$ cat src/rtl/iob_clint_pkg.sv
// rtl/iob_clint_pkg.sv - shared CLINT register map, field constants and helpers
// Purpose: register offsets, CTRL EN bit index, PRESC width, register select
//          type and a byte-lane merge helper used by the mtime block.
// Ports:   none (package).
package iob_clint_pkg;

    localparam logic [3:0] MTIME_LO_ADDR = 4'h0;
    localparam logic [3:0] MTIME_HI_ADDR = 4'h4;
    localparam logic [3:0] CTRL_ADDR     = 4'h8;
    localparam logic [3:0] PRESC_ADDR    = 4'hC;

    localparam int CTRL_EN_BIT = 0;
    localparam int PRESC_W     = 16;

    typedef enum logic [2:0] {
        REG_MTIME_LO,
        REG_MTIME_HI,
        REG_CTRL,
        REG_PRESC,
        REG_NONE
    } reg_sel_e;

    // Replace the byte lanes of old_word selected by strb with those of wdata.
    function automatic logic [31:0] byte_merge(input logic [31:0] old_word,
                                               input logic [31:0] wdata,
                                               input logic [3:0]  strb);
        logic [31:0] res;
        res = old_word;
        for (int i = 0; i < 4; i++) begin
            if (strb[i]) res[8*i +: 8] = wdata[8*i +: 8];
        end
        return res;
    endfunction

endpackage

$ cat src/rtl/iob_clint_rtc_sync.sv
// rtl/iob_clint_rtc_sync.sv - rtc_i synchroniser with rising-edge detector
// Purpose: brings the asynchronous rtc_i into clk_i through SYNC_STAGES flops
//          (SYNC_STAGES must be at least 2) and emits a one-cycle pulse per
//          rising edge.
// Ports:   clk_i  - system clock
//          arst_i - asynchronous active-low reset
//          rtc_i  - asynchronous real-time clock
//          edge_o - registered one-cycle pulse per synchronised rising edge
module iob_clint_rtc_sync #(
    parameter int SYNC_STAGES = 2
) (
    input  logic clk_i,
    input  logic arst_i,
    input  logic rtc_i,
    output logic edge_o
);

    logic [SYNC_STAGES-1:0] sync_q;
    logic                   prev_q;
    // Fill marker: edges are only reported once both the last sync stage and
    // prev_q hold real post-reset samples, so a high rtc level present at
    // reset release never looks like a rising edge.
    logic [SYNC_STAGES:0]   fill_q;

    always_ff @(posedge clk_i or negedge arst_i) begin
        if (!arst_i) begin
            sync_q <= '0;
            prev_q <= 1'b0;
            fill_q <= '0;
            edge_o <= 1'b0;
        end else begin
            sync_q <= {sync_q[SYNC_STAGES-2:0], rtc_i};
            prev_q <= sync_q[SYNC_STAGES-1];
            fill_q <= {fill_q[SYNC_STAGES-1:0], 1'b1};
            edge_o <= fill_q[SYNC_STAGES] & sync_q[SYNC_STAGES-1] & ~prev_q;
        end
    end

endmodule

$ cat src/rtl/iob_clint_mtime.sv
// rtl/iob_clint_mtime.sv - CLINT mtime counter with IOb register window
// Purpose: 64-bit mtime advanced by a prescaled, synchronised rtc_i, with
//          registers MTIME_LO, MTIME_HI (coherent via shadow), CTRL and PRESC.
// Ports:   clk_i, arst_i (async active-low), rtc_i,
//          iob_avalid_i/addr/wdata/wstrb (request), iob_ready_o (always 1),
//          iob_rvalid_o/iob_rdata_o (read response one cycle later),
//          mtime_o (current count), tick_o (pulse with each increment)
module iob_clint_mtime
    import iob_clint_pkg::*;
#(
    parameter int DATA_W      = 32,
    parameter int ADDR_W      = 4,
    parameter int SYNC_STAGES = 2
) (
    input  logic              clk_i,
    input  logic              arst_i,
    input  logic              rtc_i,
    input  logic              iob_avalid_i,
    input  logic [ADDR_W-1:0] iob_addr_i,
    input  logic [DATA_W-1:0] iob_wdata_i,
    input  logic [DATA_W/8-1:0] iob_wstrb_i,
    output logic              iob_ready_o,
    output logic              iob_rvalid_o,
    output logic [DATA_W-1:0] iob_rdata_o,
    output logic [63:0]       mtime_o,
    output logic              tick_o
);

    logic               rtc_edge;
    logic [63:0]        mtime;
    logic [31:0]        shadow;
    logic [PRESC_W-1:0] presc;
    logic [PRESC_W-1:0] presc_cnt;
    logic [PRESC_W-1:0] presc_wr;
    logic               en;
    logic               tick_q;
    logic               inc;
    logic               wr;
    logic               rd;
    reg_sel_e           sel;
    logic [31:0]        rd_val;

    iob_clint_rtc_sync #(
        .SYNC_STAGES(SYNC_STAGES)
    ) u_rtc_sync (
        .clk_i (clk_i),
        .arst_i(arst_i),
        .rtc_i (rtc_i),
        .edge_o(rtc_edge)
    );

    assign iob_ready_o = 1'b1;
    assign mtime_o     = mtime;
    assign wr          = iob_avalid_i & (|iob_wstrb_i);
    assign rd          = iob_avalid_i & ~(|iob_wstrb_i);
    // A tick issued while enabled is dropped if EN went low in between.
    assign inc         = tick_q & en;

    always_comb begin
        sel = REG_NONE;
        if (iob_addr_i == ADDR_W'(MTIME_LO_ADDR))      sel = REG_MTIME_LO;
        else if (iob_addr_i == ADDR_W'(MTIME_HI_ADDR)) sel = REG_MTIME_HI;
        else if (iob_addr_i == ADDR_W'(CTRL_ADDR))     sel = REG_CTRL;
        else if (iob_addr_i == ADDR_W'(PRESC_ADDR))    sel = REG_PRESC;
    end

    always_comb begin
        presc_wr = presc;
        for (int i = 0; i < PRESC_W / 8; i++) begin
            if (iob_wstrb_i[i]) presc_wr[8*i +: 8] = iob_wdata_i[8*i +: 8];
        end
    end

    always_comb begin
        rd_val = '0;
        case (sel)
            REG_MTIME_LO: rd_val = mtime[31:0];
            REG_MTIME_HI: rd_val = shadow;
            REG_CTRL:     rd_val[CTRL_EN_BIT] = en;
            REG_PRESC:    rd_val[PRESC_W-1:0] = presc;
            default:      rd_val = '0;
        endcase
    end

    always_ff @(posedge clk_i or negedge arst_i) begin
        if (!arst_i) begin
            mtime        <= '0;
            shadow       <= '0;
            presc        <= '0;
            presc_cnt    <= '0;
            en           <= 1'b1;
            tick_q       <= 1'b0;
            tick_o       <= 1'b0;
            iob_rvalid_o <= 1'b0;
            iob_rdata_o  <= '0;
        end else begin
            tick_o <= inc;
            tick_q <= 1'b0;

            if (en && rtc_edge) begin
                if (presc_cnt == '0) begin
                    presc_cnt <= presc;
                    tick_q    <= 1'b1;
                end else begin
                    presc_cnt <= presc_cnt - 1'b1;
                end
            end

            if (wr && sel == REG_PRESC) begin
                presc     <= presc_wr;
                presc_cnt <= presc_wr;
            end

            if (wr && sel == REG_CTRL && iob_wstrb_i[CTRL_EN_BIT / 8]) begin
                en <= iob_wdata_i[CTRL_EN_BIT];
            end

            // A software write to either mtime word wins over a coincident
            // increment; the other word is left untouched (no carry).
            if (wr && sel == REG_MTIME_LO) begin
                mtime[31:0] <= byte_merge(mtime[31:0], iob_wdata_i, iob_wstrb_i);
            end else if (wr && sel == REG_MTIME_HI) begin
                mtime[63:32] <= byte_merge(mtime[63:32], iob_wdata_i, iob_wstrb_i);
            end else if (inc) begin
                mtime <= mtime + 64'd1;
            end

            if (rd && sel == REG_MTIME_LO) begin
                shadow <= mtime[63:32];
            end

            iob_rvalid_o <= rd;
            iob_rdata_o  <= rd ? rd_val : '0;
        end
    end

endmodule
$ cat config.mk
export PLATFORM = sky130hd
export DESIGN_NAME = iob_clint_mtime
export DESIGN_NICKNAME = d
export VERILOG_FILES = /design/src/rtl/iob_clint_pkg.sv /design/src/rtl/iob_clint_rtc_sync.sv /design/src/rtl/iob_clint_mtime.sv
export SDC_FILE = /design/constraint.sdc
export NUM_CORES = 1
export LEC_CHECK = 0
export BUFFER_PORTS_ARGS = -buffer_cell sky130_fd_sc_hd__buf_2
export CAP_MARGIN = 20
export CORE_UTILIZATION = 54
export CTS_CLUSTER_SIZE = 8
export DETAILED_ROUTE_END_ITERATION = 7
export PLACE_DENSITY_LB_ADDON = 0.08
export SETUP_SLACK_MARGIN = 0.15
export SYNTH_ARGS = -nofsm -noshare
export SYNTH_HDL_FRONTEND = slang
export SYNTH_SLANG_ARGS = --single-unit
$ cat constraint.sdc
create_clock -name clk_i -period 3.13 [get_ports clk_i]
set_clock_uncertainty 0.1 [all_clocks]
set_input_delay 0.1565 -clock clk_i [delete_from_list [all_inputs] [get_ports clk_i]]
set_output_delay 0.1565 -clock clk_i [all_outputs]
set_load 0.1 [all_outputs]
==> results by group, run 1 <==
Pwr
  • Clock power frac: 0.347
  • Peak VDD IR: 0.390 mV
  • Internal power: 3.90 mW
  • Comb pwr share: 0.200
  • Leakage: 5.07 nW
  • Seq pwr share: 0.453
  • Pwr Density: 526 mW/mm²
  • Switching share of total power: 0.341
  • Psw: 2.02 mW

Routing
  • Final ANT Viol Nets: 0
  • 1st-iter DRT viols: 1380
  • Drt wl/cell: 21.5 µm
  • Drt first pass iters: 8
  • Final wirelength: 30900 µm
  • Vias post-DR: 9538
  • Via density: 6.65
  • DRC errors left: 0

CTS
  • CTS tree: built
  • Clock buffer count from CTS: 17
  • Clock latency on the worst-skew pair: 0.43 ns
  • Bufs on Longest Clock Path: 2
  • # hold bufs at CTS: 26
  • Root buffer cell: clkbuf_16
  • CTS-repair resized insts: 0
  • Worst-path clk slew: 0.07 ns
  • Setup repair bufs after CTS: 0
  • Htree depth: 4
  • Sink Count: 171

Yosys
  • YS warnings: 0
  • Post-synth EDFFs: 0
  • Flops & latches, synth: 171
  • Top FF cell, synth: dfrtp_1
  • Post-synthesis sequential area ratio: 0.450
  • Post-synth top area share: 0.447
  • Most frequent cell after synthesis: dfrtp_1
  • Synth Cell Area: 0.00951 mm²
  • Asr flop ratio synth: 1.00
  • Syn Area/Cell: 8.99 µm²
  • Library cells used by synthesis: 88
  • Synth Instances: 1058
  • Dominant cell type by area after synthesis: dfrtp_1
  • Commonest cells post-synth: 170 x dfrtp_1, 153 x nand2_1, 95 x nor2_1
  • Dominant cells by area after synthesis: dfrtp_1 45%, nand2_1 6.0%, nor2_1 3.8%

Finish
  • Share of layout cells above drive strength 1: 0.207
  • Nets: 1245
  • Area delta synth->final: 18.3%
  • Finished Layout Cells: 1435
  • Diode count: 0
  • Finished Core Util: 0.653
  • Fillers: 1501

Hold path
  • Hold Crit Class: primary input to flip-flop

Critical path
  • CP Capture Type: flip-flop
  • CP Buf/Inv Count: 1
  • Sequence of cells on the critical path: nand2_1 -> clkinv_1 -> o21a_2 -> a21oi_1 -> o21ba_2 -> o22a_1
  • Critical Path RT: 3.34 ns
  • Crit path kind: flip-flop to flip-flop
  • Critical Path Slowest Stage Cell: a21oi_1
  • Family with the most delay on the worst path: compound AO/OA/AOI/OAI gates
  • CP max FO: 16
  • WP data arrival: 2.89 ns
  • Largest stage delay, worst path: 0.82 ns
  • Crit path launch type: flip-flop

STA
  • Upper clock frequency limit: 373 MHz
  • Setup TNS: 0 ns
  • Pins Over Slew Limit: 0
  • Measured slew at the worst slew-check pin: 1.05 ns
  • Setup slack after layout: 0.448 ns
  • Final setup fails: 0
  • Tcrit/Tclk final: 0.857
  • RSZ-0062 raised after global routing: false
  • Final hold slack: 0.0258 ns
  • Final Hold Vio Count: 0
  • Final min period: 2.68 ns
  • Relative slew slack: 0.303

Run
  • Max-cap violations: 0

Placement
  • PortBufs: 141
  • DP HPWL: 21800 µm
  • Placed instance count: 1377
  • Worst slack, placed: 0.545 ns
  • Gpl congestion: 0.943

Floorplan
  • IO Pins: 143
  • Die H: 135 µm
  • Die X: 135 µm
  • Die Area: 0.0181 mm²
  • Site row count: 48
  • Core footprint: 0.0172 mm²
  • Starting Density: 0.552

Global routing
  • Antenna violations before repair: 0
  • First-pass GRT wire length: 48200 µm
  • Total global-route track usage: 0.348
  • Total grt overflow: 0
  • Largest net degree at the start of global routing: 77
  • Vias in the first global route: 8741

Run status
  • Status: finished, final reports clean
-- final cells by class --
type | instances | area [µm²] | share of cell area
tap | 225 | 282 | 0.0250
multi-input combinational | 789 | 4820 | 0.428
timing repair buffer | 201 | 1240 | 0.110
sequential | 171 | 4280 | 0.381
inverter | 18 | 67.6 | 0.00601
clock inverter | 10 | 92.6 | 0.00823
clock buffer | 21 | 470 | 0.0418
-- power groups by stage --
stage / Sequential (mW) / Clock, mW / Combinational [mW]
after floorplan: 3.06 / 0 / 0.462
after global placement: 2.70 / 0 / 1.14
after detailed placement: 2.70 / 0 / 1.15
after CTS: 2.67 / 2.06 / 1.18
after global routing: 2.71 / 2.15 / 1.26
final: 2.68 / 2.05 / 1.18
-- metrics by stage --
stage,power (mW),area [µm²]
floorplan,3.52,9510
global placement,3.83,10400
detailed placement,3.85,10400
CTS,5.91,11200
global route,6.11,11300
finish,5.92,11300
-- worst paths after layout --
path,start,end,slack (ns),cells after the start
setup / recovery,en,mtime_o[16],0.45,6
hold / removal,iob_wdata_i[22],mtime_o[22],0.03,3
setup reg to reg,en,mtime_o[16],0.45,6
hold reg to reg,u_rtc_sync.sync_q[0],u_rtc_sync.sync_q[1],0.25,0
max in group asynchronous,arst_i,en,1.87,3
min in group asynchronous,arst_i,shadow[19],0.18,2
-- worst reg2reg max path: cells and delay by family, from the launching register on --
kind / cells / cell delay [ns]
AO/OA/AOI/OAI: 4 / 1.56
buffers and inverters: 1 / 0.34
flip-flops: 1 / 0.40
AND/OR/NAND/NOR: 1 / 0.16
-- metal layers --
layer	track usage	routed length (µm)	up-vias
met5	0	0	-
met4	0.124	787	0
met3	0.0770	3260	71
met2	0.504	13500	597
met1	0.511	13300	4616
li1	-	-	4254
-- cells in the final DEF (no fill, tap or decap), types with 26 or more instances in the layout --
| cell | instances |
|---|---|
| nand3_1 | 32 |
| a21oi_1 | 57 |
| buf_4 | 33 |
| nor3_1 | 32 |
| o21ai_0 | 57 |
| nor2_1 | 94 |
| buf_2 | 140 |
| nand2_1 | 153 |
| dfrtp_1 | 168 |
| dlygate4sd3_1 | 26 |
-- cell families (layout without fill, tap and decap cells) --
group | Yosys count | after routing | synth area share
buffers and inverters | 99 | 250 | 0.0470
XOR/XNOR | 6 | 6 | 0.00553
AND/OR/NAND/NOR | 465 | 465 | 0.252
multiplexers | 22 | 22 | 0.0247
adder cells (fa/ha/maj) | 3 | 3 | 0.00395
flip-flops | 171 | 171 | 0.450
other | 1 | 2 | 0.000394
AO/OA/AOI/OAI | 291 | 291 | 0.216
-- flip-flops by register name, summed over array words and instances, names as in the netlist, 2 cells and up --
signal             count
iob_rdata_o           32
mtime_o               64
presc                 16
presc_cnt             16
shadow                32
u_rtc_sync.fill_q      3
u_rtc_sync.sync_q      2
Note: power is estimated with default switching activity, not from simulation.
==> inputs of run 2 (changes only) <==
--- a/config.mk
+++ b/config.mk
@@ -14,4 +14,5 @@
 export SETUP_SLACK_MARGIN = 0.15
 export SYNTH_ARGS = -nofsm -noshare
 export SYNTH_HDL_FRONTEND = slang
+export SYNTH_HIERARCHICAL = 1
 export SYNTH_SLANG_ARGS = --single-unit
==> results by group, run 2 <==
Yosys
  • Commonest cells post-synth: 214 x nand2_1, 170 x dfrtp_1, 91 x a21oi_1
  • Synth Cell Area: 0.00942 mm² (-0.96%)
  • Post-synth top area share: 0.452 (+0.00434)
  • Flops & latches, synth: 171 (unchanged)
  • Dominant cell type by area after synthesis: dfrtp_1
  • Most frequent cell after synthesis: nand2_1
  • Syn Area/Cell: 8.48 µm² (-5.6%)
  • Dominant cells by area after synthesis: dfrtp_1 45%, nand2_1 8.5%, a21oi_1 4.8%
  • YS warnings: 6 (+6)
  • Synth Instances: 1110 (+4.9%)
  • Syn Nets: 1157
  • Library cells used by synthesis: 73 (-17%)
  • Post-synthesis sequential area ratio: 0.455 (+0.00437)
  • Asr flop ratio synth: 1.00 (unchanged)
  • Top FF cell, synth: dfrtp_1
  • Post-synth EDFFs: 0 (unchanged)

Floorplan
  • Die Area: 0.0180 mm² (-0.95%)
  • IO Pins: 143 (unchanged)
  • Core footprint: 0.0168 mm² (-2.4%)
  • Die X: 134 µm (-0.48%)
  • Site row count: 47 (-2.1%)
  • Starting Density: 0.560 (+0.00827)
  • Die H: 134 µm (-0.48%)

Critical path
  • R2r endpoint: mtime_o[55]
  • Crit path launch type: primary input
  • WP data arrival: 2.97 ns (+0.08 ns)
  • CP Capture Type: flip-flop
  • CP max FO: 18 (+2)
  • R2R Path Start: mtime_o[11]
  • Critical Path RT: 3.33 ns (about the same)
  • Crit path kind: primary input to flip-flop
  • Reg2Reg Depth: 6 (unchanged)
  • R2r setup slk: 0.38 ns (-0.07 ns)

Finish
  • Area delta synth->final: 20.9%
  • Most frequent cells in the layout: 213 x nand2_1, 164 x dfrtp_1, 140 x buf_2
  • Share of layout cells above drive strength 1: 0.204 (-0.00323)
  • Nets: 1317 (+5.8%)
  • Commonest non-fill, non-tap cell in the layout: nand2_1
  • Finished Core Util: 0.677 (+0.0238)
  • Finished Layout Cells: 1504 (+4.8%)
  • Number of flip-flops in the largest register: 64 (unchanged)

Global routing
  • GR Layer Usage met1: 0.526 (+0.0154)
  • Total grt overflow: 0 (unchanged)
  • Met2 Usage GRT: 0.514 (+0.00952)
  • Most Used Layer, Global Route: met1
  • Antenna violations before repair: 1 (+1)
  • Vias in the first global route: 8761 (+0.23%)
  • Largest net degree at the start of global routing: 76 (-1.3%)
  • First-pass GRT wire length: 48900 µm (+1.3%)
  • M3 GR Usage: 0.0669 (-0.0101)
  • Total global-route track usage: 0.353 (+0.00508)

Routing
  • Vias post-DR: 9724 (+2.0%)
  • DRC errors left: 0 (unchanged)
  • Via density: 6.47 (-2.7%)
  • 1st-iter DRT viols: 1322 (-4.2%)
  • Final wirelength: 30900 µm (+0.23%)
  • Drt wl/cell: 20.6 µm (-4.4%)
  • Drt first pass iters: 7 (-1)
  • Final ANT Viol Nets: 0 (unchanged)

Run status
  • Status: finished, final reports clean

STA
  • RSZ-0062 raised after global routing: false
  • Setup slack after layout: 0.361 ns (-0.0872 ns)
  • Final min period: 2.77 ns (+0.0872 ns)
  • Final Hold Vio Count: 0 (unchanged)
  • Upper clock frequency limit: 361 MHz (-3.2%)
  • Final setup fails: 0 (unchanged)
  • Tcrit/Tclk final: 0.885 (+0.0279)
  • Relative slew slack: 0.477 (+0.175)
  • Setup TNS: 0 ns (unchanged)
  • Measured slew at the worst slew-check pin: 0.774 ns (-0.272 ns)
  • Pins Over Slew Limit: 0 (unchanged)

CTS
  • CTS tree: built
  • Sink Count: 171 (unchanged)
  • Bufs on Longest Clock Path: 2 (unchanged)
  • Htree depth: 4 (unchanged)
  • Worst-path clk slew: 0.07 ns (about the same)
  • Root buffer cell: clkbuf_16
  • Clock buffer count from CTS: 17 (unchanged)
  • Setup repair bufs after CTS: 0 (unchanged)
  • Clock latency on the worst-skew pair: 0.43 ns (about the same)

Placement
  • DP HPWL: 21700 µm (-0.59%)
  • Placed instance count: 1442 (+4.7%)
  • PortBufs: 141 (unchanged)
  • Worst slack, placed: 0.434 ns (-0.111 ns)
  • Gpl congestion: 0.937 (-0.63%)

Pwr
  • Leakage: 5.02 nW (-0.96%)
  • Pwr Density: 534 mW/mm² (+1.6%)
  • Peak VDD IR: 0.468 mV (+20%)
  • Total Power: 6.08 mW (+2.7%)

Hold path
  • Hold wc startpoint: iob_wdata_i[20]
  • Hold depth: 3 (unchanged)
  • Hold EP: mtime_o[52]
  • Hold Crit Class: primary input to flip-flop

Run
  • Max-cap violations: 0 (unchanged)
[run 2: cell types whose count changed after synthesis, moves of 6 or more]
| cell | previous run | this run |
|---|---|---|
| a222oi_1 | 16 | 0 |
| a21oi_1 | 57 | 91 |
| buf_2 | 26 | 10 |
| nand3_1 | 32 | 48 |
| clkbuf_1 | 42 | 55 |
| nand2_1 | 153 | 214 |
| nor2b_1 | 8 | 2 |
| nor4_1 | 25 | 19 |
| a22oi_1 | 4 | 18 |
| and3_1 | 22 | 14 |
[run 2: worst max path at each step]
stage,startpoint,endpoint,cells after the start
finish,iob_addr_i[0],mtime_o[35],9
global route,iob_addr_i[0],mtime_o[35],9
CTS,presc_cnt[7],presc_cnt[5],6
floorplan,mtime_o[3],mtime_o[55],7
global placement,mtime_o[15],mtime_o[60],6
detailed placement,presc_cnt[7],presc_cnt[5],6
[run 2: metrics by stage]
stage,area [µm²],hold slack [ns]
after CTS,11400,0.00714
after global placement,10500,0.139
final,11400,0.0158
after detailed placement,10500,0.143
after floorplan,9420,-0.239
after global routing,11400,0.0278
[run 2: power by group]
group / internal (mW) / switching (mW) / total [mW]
Sequential: 2.39 / 0.279 / 2.67
Clock: 1.19 / 0.970 / 2.16
Combinational: 0.378 / 0.863 / 1.24
Total: 3.97 / 2.11 / 6.08
[run 2: what timing repair did]
| action | in CTS | in global routing |
|---|---|---|
| resized for setup | 0 | 1 |
| hold endpoints to repair | 109 | 0 |
| setup endpoints to repair | 0 | 1 |
| hold buffers | 29 | 0 |
[run 2: kinds of logic (layout without fill, tap and decap cells)]
family                   Yosys count  in the layout  synth area share
multiplexers                      23             23            0.0258
buffers and inverters             89            262            0.0397
AO/OA/AOI/OAI                    327            327             0.230
flip-flops                       171            171             0.455
other                              2              3          0.000798
adder cells (fa/ha/maj)            3              3           0.00399
XOR/XNOR                           3              3           0.00279
AND/OR/NAND/NOR                  492            492             0.243
[run 2: critical path, stage by stage]
cell	delay, ns
dlygate4sd3_1	0.56
buf_2	0.20
or4_1	0.64
nor2_2	0.51
buf_4	0.33
a21oi_1	0.13
buf_4	0.21
o21ai_0	0.17
a311oi_1	0.06
[run 2: cell type report]
type | instances | area, µm²
flip-flops and latches | 171 | 4290
repair buffers | 215 | 1350
diodes | 1 | 2.50
well taps | 220 | 275
fillers | 1469 | 5440
multi-input cells | 850 | 4810
clock inverters | 14 | 160
clock buffers | 18 | 429
inverters | 15 | 56.3
[run 2: metal layers]
layer / part of all wire / wire, µm
met1: 0.43 / 13200
met2: 0.45 / 13800
met3: 0.10 / 3130
met5: 0 / 0
met4: 0.024 / 747
==> inputs of run 3 (changes only) <==
--- a/config.mk
+++ b/config.mk
@@ -7,7 +7,9 @@
 export LEC_CHECK = 0
 export BUFFER_PORTS_ARGS = -buffer_cell sky130_fd_sc_hd__buf_2
 export CAP_MARGIN = 20
-export CORE_UTILIZATION = 54
+export CELL_PAD_IN_SITES_DETAIL_PLACEMENT = 1
+export CELL_PAD_IN_SITES_GLOBAL_PLACEMENT = 2
+export CORE_UTILIZATION = 34
 export CTS_CLUSTER_SIZE = 8
 export DETAILED_ROUTE_END_ITERATION = 7
 export PLACE_DENSITY_LB_ADDON = 0.08
==> results by group, run 3 (same netlist as run 2, synthesis figures left out) <==
Run status
  • Status: finished, final reports clean

Finish
  • Most frequent cells in the layout: 213 x nand2_1, 164 x dfrtp_1, 140 x buf_2
  • Nets: 1325 (+0.61%)
  • Share of layout cells above drive strength 1: 0.210 (+0.00571)
  • Area delta synth->final: 23.4%
  • Number of flip-flops in the largest register: 64 (unchanged)
  • Finished Core Util: 0.430 (-0.247)
  • Commonest non-fill, non-tap cell in the layout: nand2_1
  • Finished Layout Cells: 1633 (+8.6%)
  • Fillers: 3259 (+120%)

Placement
  • PortBufs: 141 (unchanged)
  • Gpl congestion: 0.881 (-6.0%)
  • Placed instance count: 1570 (+8.9%)
  • DP HPWL: 27300 µm (+26%)

Critical path
  • Worst Setup EP: presc_cnt[5]
  • CP Launch Point: presc_cnt[7]
  • Critical Path RT: 3.36 ns (+0.03 ns)
  • Sequence of cells on the critical path: or4_4 -> or4_4 -> or3_1 -> a21oi_2 -> a21oi_1 -> o22a_1
  • Critical Path Slowest Stage Cell: or4_4
  • Crit path kind: flip-flop to flip-flop
  • Reg2Reg Depth: 6 (unchanged)
  • Crit path launch type: flip-flop
  • CP Capture Type: flip-flop
  • WP data arrival: 2.98 ns (about the same)
  • R2r endpoint: presc_cnt[5]
  • R2r setup slk: 0.38 ns (about the same)
  • CP max FO: 10 (-8)
  • R2R Path Start: presc_cnt[7]
  • Most used cell, CP: or4_4
  • Largest stage delay, worst path: 0.57 ns (-0.07 ns)

Floorplan
  • Die Area: 0.0284 mm² (+58%)
  • Site row count: 60 (+28%)
  • Starting Density: 0.348 (-0.211)
  • IO Pins: 143 (unchanged)
  • Core footprint: 0.0270 mm² (+61%)
  • Die H: 168 µm (+26%)
  • Die X: 168 µm (+26%)

CTS
  • Worst-path clk slew: 0.08 ns (about the same)
  • CTS tree: built
  • Clock latency on the worst-skew pair: 0.44 ns (about the same)
  • Htree depth: 4 (unchanged)
  • Clock buffer count from CTS: 17 (unchanged)
  • Sink Count: 171 (unchanged)
  • Setup repair bufs after CTS: 0 (unchanged)
  • Bufs on Longest Clock Path: 2 (unchanged)
  • Root buffer cell: clkbuf_16

Routing
  • Final ANT Viol Nets: 0 (unchanged)
  • Via density: 5.84 (-9.7%)
  • Vias post-DR: 9539 (-1.9%)
  • Drt first pass iters: 5 (-2)
  • Met3 Wirelength: 1880 µm (-40%)
  • Metal-1 WL: 18800 µm (+42%)
  • DRC errors left: 0 (unchanged)
  • Final wirelength: 38100 µm (+23%)
  • Drt wl/cell: 23.3 µm (+13%)
  • DR WL met2: 17000 µm (+23%)
  • 1st-iter DRT viols: 823 (-38%)
  • Top Layer Used: met4

Hold path
  • Hold Crit Class: primary input to flip-flop
  • Hold depth: 3 (unchanged)

Pwr
  • Total Power: 6.18 mW (+1.7%)
  • Pwr Density: 532 mW/mm² (-0.39%)
  • Leakage: 5.06 nW (+0.82%)
  • Peak VDD IR: 0.335 mV (-28%)

STA
  • Final Hold Vio Count: 0 (unchanged)
  • Final min period: 2.75 ns (-0.0196 ns)
  • Final setup fails: 0 (unchanged)
  • Setup TNS: 0 ns (unchanged)
  • Tcrit/Tclk final: 0.878 (-0.00627)
  • Measured slew at the worst slew-check pin: 0.755 ns (-0.0193 ns)
  • Relative slew slack: 0.496 (+0.0183)
  • Upper clock frequency limit: 364 MHz (+0.71%)
  • Pins Over Slew Limit: 0 (unchanged)
  • RSZ-0062 raised after global routing: false
  • Final hold slack: 0.0168 ns (+0.000948 ns)

Global routing
  • First-pass GRT wire length: 59200 µm (+21%)
  • Total global-route track usage: 0.275 (-0.0775)
  • Total grt overflow: 0 (unchanged)
  • Antenna violations before repair: 1 (unchanged)
  • Largest net degree at the start of global routing: 59 (-22%)
  • Vias in the first global route: 9389 (+7.2%)

Run
  • Max-cap violations: 0 (unchanged)
==> run 3: cell count changes in the layout (fill, tap and decap cells not counted) <==
cell / before / now
buf_12: 1 / 2
buf_4: 44 / 50
bufinv_16: 2 / 0
clkbuf_1: 1 / 0
clkinv_2: 1 / 0
clkinv_4: 3 / 2
clkinv_8: 0 / 4
clkinvlp_4: 3 / 2
dlygate4sd3_1: 29 / 30
inv_6: 4 / 1
inv_8: 1 / 6
nor4_1: 17 / 16
nor4_2: 2 / 3
==> run 3: timing repair <==
item	4_1_cts	5_1_grt
setup endpoints to repair	0	3
gates resized for setup	0	2
hold endpoints to repair	90	1
hold buffers	29	1
==> run 3: cell type report <==
cell class	instances	area, µm²	area share
diodes	1	2.50	0.000215
clock buffers	17	425	0.0366
flip-flops and latches	171	4290	0.369
well taps	341	427	0.0367
clock inverters	15	174	0.0150
repair buffers	223	1430	0.123
multi-input cells	850	4820	0.415
inverters	15	56.3	0.00484
==> run 3: per-stage QoR <==
step | worst slack, ns | instance area [µm²]
after floorplan | 0.163 | 9420
after global placement | 0.363 | 10700
after detailed placement | 0.308 | 10700
after CTS | 0.301 | 11600
after global routing | 0.220 | 11600
final | 0.380 | 11600
==> run 3: per-layer routing <==
metal / up-vias / track usage
met5: - / 0
met4: 0 / 0.0565
met3: 23 / 0.0371
met2: 295 / 0.420
met1: 4809 / 0.413
li1: 4412 / -
==> run 3: worst min-delay path by stage <==
stage	from	to	slack, ns
floorplan	arst_i	iob_rdata_o[0]	-0.24
global placement	arst_i	presc[10]	0.09
detailed placement	arst_i	presc[10]	0.08
CTS	iob_wdata_i[9]	presc[9]	0.003
global route	iob_wdata_i[20]	mtime_o[52]	0.03
finish	iob_wdata_i[20]	mtime_o[52]	0.02
==> run 3: worst max-delay path: cells and delay by family (launching register included) <==
kind            cells  cell delay, ns
flops               1            0.48
compound gates      3            0.46
simple gates        3            1.61
==> run 3: report_power, final <==
group          switching (mW)  leakage [nW]  internal (mW)
clock network            1.15         0.286           1.08
registers               0.284          2.19           2.39
logic                   0.888          2.58          0.386
